### config.mk
export PLATFORM = sky130hd
export DESIGN_NAME = mips_mc_controller
export DESIGN_NICKNAME = d
export VERILOG_FILES = /design/src/rtl/mips_mc_controller.sv
export SDC_FILE = /design/constraint.sdc
export NUM_CORES = 1
export LEC_CHECK = 0
export BUFFER_PORTS_ARGS = -buffer_cell sky130_fd_sc_hd__buf_2
export CORE_ASPECT_RATIO = 0.7
export CORE_MARGIN = 2
export CORE_UTILIZATION = 30
export CTS_BUF_LIST = sky130_fd_sc_hd__clkbuf_8 sky130_fd_sc_hd__clkbuf_16
export DETAILED_ROUTE_END_ITERATION = 8
export PLACE_DENSITY = 0.59
export SYNTH_ARGS = -nofsm -noshare
export SYNTH_HDL_FRONTEND = slang
export SYNTH_SLANG_ARGS = --single-unit
### constraint.sdc
create_clock -name clk -period 2.01 [get_ports clk]
set_input_delay 0.201 -clock clk [delete_from_list [all_inputs] [get_ports clk]]
set_output_delay 0.201 -clock clk [all_outputs]
set_load 0.02 [all_outputs]
### src/rtl/mips_mc_controller.sv
// Multicycle MIPS control FSM: byte-beat instruction fetch, op/funct decode, per-state datapath strobes.
// Optional feature: define MIPS_ADDI_EN to add the addi execute/writeback states.
module mips_mc_controller #(
    parameter int FETCH_BEATS = 4
) (
    input  logic       clk,
    input  logic       reset,
    input  logic [5:0] op,
    input  logic [5:0] funct,
    input  logic       zero,
    output logic       memread,
    output logic       memwrite,
    output logic [3:0] irwrite,
    output logic       iord,
    output logic       alusrca,
    output logic [1:0] alusrcb,
    output logic [2:0] alucont,
    output logic [1:0] pcsource,
    output logic       pcen,
    output logic       regwrite,
    output logic       regdst,
    output logic       memtoreg,
    output logic       illegal
);

    localparam logic [3:0] FETCH   = 4'd0;
    localparam logic [3:0] DECODE  = 4'd1;
    localparam logic [3:0] MEMADR  = 4'd2;
    localparam logic [3:0] LBRD    = 4'd3;
    localparam logic [3:0] LBWR    = 4'd4;
    localparam logic [3:0] SBWR    = 4'd5;
    localparam logic [3:0] RTYPEEX = 4'd6;
    localparam logic [3:0] RTYPEWR = 4'd7;
    localparam logic [3:0] BEQEX   = 4'd8;
    localparam logic [3:0] JEX     = 4'd9;
`ifdef MIPS_ADDI_EN
    localparam logic [3:0] ADDIEX  = 4'd10;
    localparam logic [3:0] ADDIWR  = 4'd11;
`endif

    localparam logic [5:0] OP_LB    = 6'b100000;
    localparam logic [5:0] OP_SB    = 6'b101000;
    localparam logic [5:0] OP_RTYPE = 6'b000000;
    localparam logic [5:0] OP_BEQ   = 6'b000100;
    localparam logic [5:0] OP_J     = 6'b000010;
    localparam logic [5:0] OP_ADDI  = 6'b001000;

    localparam logic [1:0] LAST_BEAT = 2'(FETCH_BEATS - 1);

    logic [3:0] state_r;
    logic [3:0] state_next_s;
    logic [1:0] beat_r;
    logic [1:0] beat_next_s;

    logic       memread_s;
    logic       memwrite_s;
    logic [3:0] irwrite_s;
    logic       iord_s;
    logic       alusrca_s;
    logic [1:0] alusrcb_s;
    logic [2:0] alucont_s;
    logic [1:0] pcsource_s;
    logic       pcen_s;
    logic       regwrite_s;
    logic       regdst_s;
    logic       memtoreg_s;
    logic       illegal_s;

    // IR byte lanes written on a given fetch beat, depending on datapath width
    function automatic logic [3:0] fetch_lanes(input logic [1:0] beat);
        logic [3:0] lanes;
        case (FETCH_BEATS)
            1:       lanes = 4'b1111;
            2:       lanes = beat[0] ? 4'b1100 : 4'b0011;
            default: lanes = 4'b0001 << beat;
        endcase
        return lanes;
    endfunction

    // ALU operation for R-type instructions; unknown functs fall back to ADD
    function automatic logic [2:0] rtype_alucont(input logic [5:0] fn);
        logic [2:0] ac;
        case (fn)
            6'b100000: ac = 3'b010;
            6'b100010: ac = 3'b110;
            6'b100100: ac = 3'b000;
            6'b100101: ac = 3'b001;
            6'b101010: ac = 3'b111;
            default:   ac = 3'b010;
        endcase
        return ac;
    endfunction

    function automatic logic op_supported(input logic [5:0] opc);
        logic ok;
        case (opc)
            OP_LB, OP_SB, OP_RTYPE, OP_BEQ, OP_J: ok = 1'b1;
`ifdef MIPS_ADDI_EN
            OP_ADDI: ok = 1'b1;
`endif
            default: ok = 1'b0;
        endcase
        return ok;
    endfunction

    // State and fetch-beat registers
    always_ff @(posedge clk or posedge reset) begin
        if (reset) begin
            state_r <= FETCH;
            beat_r  <= 2'b00;
        end else begin
            state_r <= state_next_s;
            beat_r  <= beat_next_s;
        end
    end

    // Next-state logic; unreachable encodings recover to FETCH
    always_comb begin
        state_next_s = FETCH;
        beat_next_s  = 2'b00;
        case (state_r)
            FETCH: begin
                if (beat_r == LAST_BEAT) begin
                    state_next_s = DECODE;
                    beat_next_s  = 2'b00;
                end else begin
                    state_next_s = FETCH;
                    beat_next_s  = beat_r + 2'b01;
                end
            end
            DECODE: begin
                case (op)
                    OP_LB, OP_SB: state_next_s = MEMADR;
                    OP_RTYPE:     state_next_s = RTYPEEX;
                    OP_BEQ:       state_next_s = BEQEX;
                    OP_J:         state_next_s = JEX;
`ifdef MIPS_ADDI_EN
                    OP_ADDI:      state_next_s = ADDIEX;
`endif
                    default:      state_next_s = FETCH;
                endcase
            end
            MEMADR: begin
                case (op)
                    OP_LB:   state_next_s = LBRD;
                    OP_SB:   state_next_s = SBWR;
                    default: state_next_s = FETCH;
                endcase
            end
            LBRD:    state_next_s = LBWR;
            RTYPEEX: state_next_s = RTYPEWR;
`ifdef MIPS_ADDI_EN
            ADDIEX:  state_next_s = ADDIWR;
`endif
            default: state_next_s = FETCH;
        endcase
    end

    // Moore output decode; pcen in BEQEX and alucont in RTYPEEX also look at inputs
    always_comb begin
        memread_s  = 1'b0;
        memwrite_s = 1'b0;
        irwrite_s  = 4'b0000;
        iord_s     = 1'b0;
        alusrca_s  = 1'b0;
        alusrcb_s  = 2'b00;
        alucont_s  = 3'b000;
        pcsource_s = 2'b00;
        pcen_s     = 1'b0;
        regwrite_s = 1'b0;
        regdst_s   = 1'b0;
        memtoreg_s = 1'b0;
        illegal_s  = 1'b0;
        case (state_r)
            FETCH: begin
                memread_s = 1'b1;
                irwrite_s = fetch_lanes(beat_r);
                alusrcb_s = 2'b01;
                alucont_s = 3'b010;
                pcen_s    = 1'b1;
            end
            DECODE: begin
                alusrcb_s = 2'b11;
                alucont_s = 3'b010;
                illegal_s = ~op_supported(op);
            end
            MEMADR: begin
                alusrca_s = 1'b1;
                alusrcb_s = 2'b10;
                alucont_s = 3'b010;
            end
            LBRD: begin
                memread_s = 1'b1;
                iord_s    = 1'b1;
            end
            LBWR: begin
                regwrite_s = 1'b1;
                memtoreg_s = 1'b1;
            end
            SBWR: begin
                memwrite_s = 1'b1;
                iord_s     = 1'b1;
            end
            RTYPEEX: begin
                alusrca_s = 1'b1;
                alucont_s = rtype_alucont(funct);
            end
            RTYPEWR: begin
                regwrite_s = 1'b1;
                regdst_s   = 1'b1;
            end
            BEQEX: begin
                alusrca_s  = 1'b1;
                alucont_s  = 3'b110;
                pcsource_s = 2'b01;
                pcen_s     = zero;
            end
            JEX: begin
                pcsource_s = 2'b10;
                pcen_s     = 1'b1;
            end
`ifdef MIPS_ADDI_EN
            ADDIEX: begin
                alusrca_s = 1'b1;
                alusrcb_s = 2'b10;
                alucont_s = 3'b010;
            end
            ADDIWR: begin
                regwrite_s = 1'b1;
            end
`endif
            default: begin
                memread_s = 1'b0;
            end
        endcase
    end

    // Reset masks every strobe so an aborted instruction cannot write anything
    assign memread  = reset ? 1'b0    : memread_s;
    assign memwrite = reset ? 1'b0    : memwrite_s;
    assign irwrite  = reset ? 4'b0000 : irwrite_s;
    assign iord     = reset ? 1'b0    : iord_s;
    assign alusrca  = reset ? 1'b0    : alusrca_s;
    assign alusrcb  = reset ? 2'b00   : alusrcb_s;
    assign alucont  = reset ? 3'b000  : alucont_s;
    assign pcsource = reset ? 2'b00   : pcsource_s;
    assign pcen     = reset ? 1'b0    : pcen_s;
    assign regwrite = reset ? 1'b0    : regwrite_s;
    assign regdst   = reset ? 1'b0    : regdst_s;
    assign memtoreg = reset ? 1'b0    : memtoreg_s;
    assign illegal  = reset ? 1'b0    : illegal_s;

endmodule

==> results of run 1 <==
==> metrics by stage <==
step                power [mW]  setup slack, ns
floorplan               0.4578           0.2019
global placement        0.5773           0.2422
detailed placement      0.5891           0.2070
CTS                     0.7778          0.01519
global route            0.8424         -0.01440
finish                  0.7704          0.04750
==> power by group through the flow <==
stage	logic (mW)	registers [mW]	clock network, mW
after global placement	0.391	0.187	0
after CTS	0.405	0.187	0.186
final	0.404	0.187	0.180
after detailed placement	0.401	0.188	0
after floorplan	0.279	0.179	0
after global routing	0.457	0.192	0.194
==> logic make-up (layout without fill, tap and decap cells) <==
group,after synthesis,after routing
adders and majority gates,4,4
AOI/OAI and AO/OA,18,18
buffers and inverters,13,51
DFF,6,6
xor gates and xnor gates,2,2
and+or+nand+nor,49,49
==> metal layers <==
layer | up-vias | wire, um | global-route usage
met5 | - | 0 | 0
met4 | 0 | 10 | 0.04348
met3 | 2 | 158 | 0.04971
met2 | 28 | 893 | 0.2489
met1 | 375 | 851 | 0.2098
li1 | 407 | - | -
==> layout make-up <==
type	count	area share
Tap cell	32	0.04046
Clock buffer	3	0.04172
Inverter	8	0.03034
Multi-Input combinational cell	73	0.5032
Timing Repair Buffer	40	0.2326
Sequential cell	6	0.1517
==> final timing paths <==
path / slack, ns / start / cells after the start / to
min in group asynchronous: 0.52 / reset / 3 / state_r[0]$_DFF_PP0_
max: 0.05 / state_r[3]$_DFF_PP0_ / 4 / alucont[2]
min: 0.27 / op[0] / 4 / state_r[3]$_DFF_PP0_
max reg2reg: 0.67 / state_r[1]$_DFF_PP0_ / 4 / state_r[1]$_DFF_PP0_
max in group asynchronous: 1.26 / reset / 3 / state_r[1]$_DFF_PP0_
min reg2reg: 0.49 / beat_r[0]$_DFF_PP0_ / 1 / beat_r[0]$_DFF_PP0_
==> flip-flops by register name (all words and copies together), names as in the netlist <==
signal,count
beat_r,2
state_r,4
==> cell usage after synthesis, drive strengths merged <==
cell type,number
nor2,10
inv,8
a21oi,6
dfrtp,6
nand2,6
nor3,6
nor3b,5
and2,4
clkbuf,4
ha,4
and3,3
nand2b,3
nor4,2
nor4bb,2
o21ai,2
or3,2
or3b,2
xor2,2
a22oi,1
a311o,1
a31oi,1
a41oi,1
and3b,1
buf,1
nor2b,1
nor4b,1
o2111ai,1
o21bai,1
o22ai,1
o2bb2a,1
o311a,1
o32ai,1
or4b,1
==> worst min-delay path, delay by kind of cell <==
| kind | cells | cell delay [ns] |
|---|---|---|
| buffers and inverters | 1 | 0.09 |
| AND/OR/NAND/NOR | 3 | 0.16 |
==> what timing repair did <==
| action | CTS | global route |
|---|---|---|
| hold endpoints to repair | 6 | 0 |
| hold buffers | 1 | 0 |
| pin swaps | 0 | 2 |
| gates cloned | 0 | 0 |
| setup buffers | 0 | 0 |
| resized for setup | 2 | 5 |
| endpoints found under the setup margin | 1 | 6 |
==> metrics.yaml, run 1 <==
final_area_sq_um: 989.7
std_cell_rows: 14
syn_area_sq_um: 686.9
critical-path-top-delay-family: "simple AND/OR/NAND/NOR gates"
start_kind: "flip-flop"
wl_per_cell_um: 11.81
numCtsBuffers: 3
netSwitchingFraction: 0.4168
leakage_nw: 0.5170
grt_pass1_wl_um: 3222
postSynthCellCount: 92
viasPerCell: 5.012
fin_nets: 151
muxShareOfSynthArea: 0
crit_buf_inv: 1
maxSlewHeadroom: 0.7394
p_int_uw: 449.3
dp_cells: 158
hold_class: "in2reg"
cts_buffer_depth: 2
coreArea_sq_mm: 0.002155
drive_gt1_frac: 0.3692
grt_pass1_vias: 765
layout_commonest_cell: "buf_2"
cp.arrival_ns: 1.76
totalWireLength_um: 1913
layout_min_cycle_time_ns: 1.963
synthAdderAreaFrac: 0.07286
max_slew.worst_pin.slew_ns: 0.3857
slowest_stage: "or4b_4"
p_switching_uw: 321.1
yosys_warnings: 0
synthSimpleGateAreaFrac: 0.4226
outcome: "complete, no violations"
seqCellArea_sq_um: 150.1
synthTopCellsByArea: "dfrtp_1 22%, ha_1 7.3%, nor2_1 5.5%"
die_area_sq_mm: 0.002695
clkPwrFrac: 0.233
grt_max_degree: 14
ys_seq_area_frac: 0.2186
vias: 812
power_frac_seq: 0.243
synth-compound-area-share: 0.1894
finalNonFillerCells: 162
antenna_cells: 0
antenna_found_initial: 0
die_y_um: 44.04
drv_slew: 0
rsz0062_at_grt: "yes"
overflow: 0
grt_usage: 0.1582
synth_top_family_by_area: "simple AND/OR/NAND/NOR gates"
multi_input_comb_area_sq_um: 498.0
fillerInstances: 234
gp_congestion: 0.8154
utilization: 0.4594
ys_ff_latch: 6
place_hpwl_um: 1457
ant_nets: 0
ir_drop_mv: 0.2383
ioPinCount: 35
path_clk_slew_ns: 0.03
finalSetupViolCount: 0
hold_slack_ns: 0.2746
post_synth_num_cell_types: 34
place_area_sq_um: 915.9
combPwrFrac: 0.524
first_pass_iters: 4
p_per_area_mw_per_mm2: 778.4
drc: 0
endpoint_kind: "primary output"
port_buffers: 34
criticalPathCategory: "reg2out"
crit_required_ns: 1.81
synth.avg_cell_area_sq_um: 7.466
cap_violations: 0
timing.fmax_ghz: 0.5096
die_width_um: 61.19
insertion_delay_ns: 0.22
cp_cell_sequence: "or3b_4 -> or4b_4 -> o22ai_2 -> buf_6"
slowest_delay_ns: 0.51
area_growth_pct: 44.08
synth-xor-area-share: 0.02550
cts_sinks: 6
fin_tns_setup_ns: 0
worstPathMaxFanout: 4
synth_nets: 111
skew_ns: 0.001782
yosysTopAreaCellShare: 0.2186
cts_max_level: 1
fin_crit_sh: 0.9764
yosysTopAreaCell: "dfrtp_1"
final_cell_mix: "32 x buf_2, 9 x nor2_1, 8 x inv_1"
finalHoldViolCount: 0
cts-root-buf: "clkbuf_8"
drt_iter0_drc: 52
start_util: 0.3188
cts_tree: "yes"
No activity file was read; power rests on OpenSTA's default activity.
==> inputs of run 2 (changes only) <==
ABC_AREA = 1   (was not set)
==> run 2 against run 1 <==
Against the previous run: total power increased by 1.9%; clock power hardly changed; sequential cell count stayed put; count of clock-buffer cells in the layout did not move; register-to-register slack improved by 0.21 ns; sequential share of layout area increased by 0.87 points; area after synthesis up 0.36%; global-route usage fell by 0.76 points; sequential power about the same; largest power group unchanged.
==> metrics.yaml, run 2 <==
outcome: "complete, no violations"
start_kind: "flip-flop"
grt_max_degree: 10
first_pass_iters: 4
worstPathMaxFanout: 8
cap_violations: 0
postSynthCellCount: 122
largest_reg_flops: 4
cp.arrival_ns: 1.51
cts_max_level: 1
skew_ns: 0.002715
endpoint_kind: "primary output"
synth_common_cells: "30 x nand2_1, 28 x nor2_1, 13 x inv_1, 13 x nand3_1, 7 x inv_2"
antenna_found_initial: 0
dp_cells: 187
die_width_um: 61.30
cts_setup_buffers: 0
hold_class: "in2async"
leakage_nw: 0.5792
cts_sinks: 6
postCtsHoldBufs: 0
combPwrFrac: 0.530
antenna_cells: 0
ctsResizeCount: 0
ant_nets: 0
finalHoldViolCount: 0
p_per_area_mw_per_mm2: 838.5
insertion_delay_ns: 0.22
fin_tns_setup_ns: 0
die_y_um: 44.11
clkPwrFrac: 0.232
path_clk_slew_ns: 0.04
maxSlewHeadroom: 0.7896
cts_buffer_depth: 2
top_register: "state_r"
area_growth_pct: 35.75
numCtsBuffers: 3
drc: 0
top_regs: "state_r x4, beat_r x2"
place_area_sq_um: 894.6
finalNonFillerCells: 190
synth-xor-area-share: 0
criticalPathCategory: "reg2out"
final_area_sq_um: 935.9
coreArea_sq_mm: 0.002155
synth_nets: 141
std_cell_rows: 14
overflow: 0
synth-compound-area-share: 0.08893
fillerInstances: 258
drt_iter0_drc: 28
post_synth_num_cell_types: 18
slowest_delay_ns: 0.42
synthTopCellsByArea: "dfrtp_1 22%, nand2_1 16%, nor2_1 15%"
rsz0062_at_grt: "no"
layout_min_cycle_time_ns: 1.710
slowest_stage: "dfrtp_1"
yosysMostFrequentCell: "nand2_1"
synth_edf_count: 0
ir_drop_mv: 0.3803
ys_seq_area_frac: 0.2178
synth.avg_cell_area_sq_um: 5.651
ys_ff_latch: 6
synthAdderAreaFrac: 0.07260
grt_pass1_vias: 737
ys.flop_type: "dfrtp_1"
syn_area_sq_um: 689.4
synthArstFlopShare: 1.000
grt_usage: 0.1505
cts-root-buf: "clkbuf_8"
gp_congestion: 0.8300
utilization: 0.4344
drive_gt1_frac: 0.3165
power_frac_seq: 0.238
layout_commonest_cell: "buf_2"
final_cell_mix: "34 x buf_2, 30 x nand2_1, 28 x nor2_1"
p_switching_uw: 361.6
grt_pass1_wl_um: 3022
drv_slew: 0
yosysTopAreaCell: "dfrtp_1"
synth_top_family_by_area: "simple AND/OR/NAND/NOR gates"
muxShareOfSynthArea: 0
yosysTopAreaCellShare: 0.2178
start_util: 0.3200
yosys_warnings: 0
wl_per_cell_um: 9.695
setup_slack_ns: 0.3005
fin_crit_sh: 0.8505
place_hpwl_um: 1553
max_slew.worst_pin.slew_ns: 0.3153
synthSimpleGateAreaFrac: 0.5045
finalSetupViolCount: 0
netSwitchingFraction: 0.4608
ioPinCount: 35
vias: 841
die_area_sq_mm: 0.002703
fin_nets: 179
timing.fmax_ghz: 0.5850
cp_cell_sequence: "nor2_2 -> nand2_1 -> a31oi_1 -> buf_2"
cts_tree: "yes"
port_buffers: 34
viasPerCell: 4.426
hold_slack_ns: 0.03063
p_int_uw: 423.2
place_ws_ns: 0.5618
totalWireLength_um: 1842
power.total_uw: 784.8
crit_required_ns: 1.81
==> run 2: cell types whose count changed after synthesis, moves of 5 or more <==
cell	change
inv_2	+7
nor3_1	-5
nor3b_1	-5
nor2_1	+18
inv_1	+5
nand2_1	+24
nand3_1	+13
==> run 2: cell type report <==
class	instances	area, sq um	area share
timing repair buffer	34	170.2	0.1818
clock buffer	3	41.29	0.04412
tap	32	40.04	0.04278
sequential	6	150.1	0.1604
inverter	20	75.07	0.08021
multi-input combinational	95	459.2	0.4906
==> run 2: critical path: cells and delay by family, from the launching register on <==
| family | cells | cell delay (ns) |
|---|---|---|
| flops | 1 | 0.42 |
| simple gates | 2 | 0.46 |
| buf+inv | 1 | 0.19 |
| compound gates | 1 | 0.20 |
==> run 2: cells by family after synthesis <==
family	after synthesis
buffers and inverters	21
flip-flops	6
AO/OA/AOI/OAI	11
AND/OR/NAND/NOR	80
adder cells (fa/ha/maj)	4
==> run 2: power by group through the flow <==
stage | sequential [mW] | clock (mW) | combinational, mW
global placement | 0.187 | 0 | 0.410
floorplan | 0.181 | 0 | 0.295
detailed placement | 0.188 | 0 | 0.417
CTS | 0.186 | 0.190 | 0.418
global route | 0.192 | 0.195 | 0.470
finish | 0.187 | 0.182 | 0.416
==> run 2: worst paths after layout <==
| check | slack (ns) | from | endpoint | cells after the start |
|---|---|---|---|---|
| worst max-delay path | 0.30 | state_r[1]$_DFF_PP0_ | pcen | 4 |
| worst min-delay path | 0.03 | reset | beat_r[1]$_DFF_PP0_ | 2 |
| worst max register to register | 0.88 | state_r[1]$_DFF_PP0_ | beat_r[0]$_DFF_PP0_ | 3 |
| worst min register to register | 0.51 | beat_r[0]$_DFF_PP0_ | beat_r[0]$_DFF_PP0_ | 1 |
| max in group asynchronous | 1.74 | reset | state_r[3]$_DFF_PP0_ | 2 |
| min in group clk | 0.22 | op[3] | state_r[2]$_DFF_PP0_ | 3 |
==> run 2: per-layer routing <==
layer | share of wire | track usage | vias up
met5 | 0 | 0 | -
met4 | 0.022 | 0.07826 | 0
met3 | 0.066 | 0.02632 | 4
met2 | 0.42 | 0.2255 | 24
met1 | 0.49 | 0.2060 | 360
li1 | - | - | 453
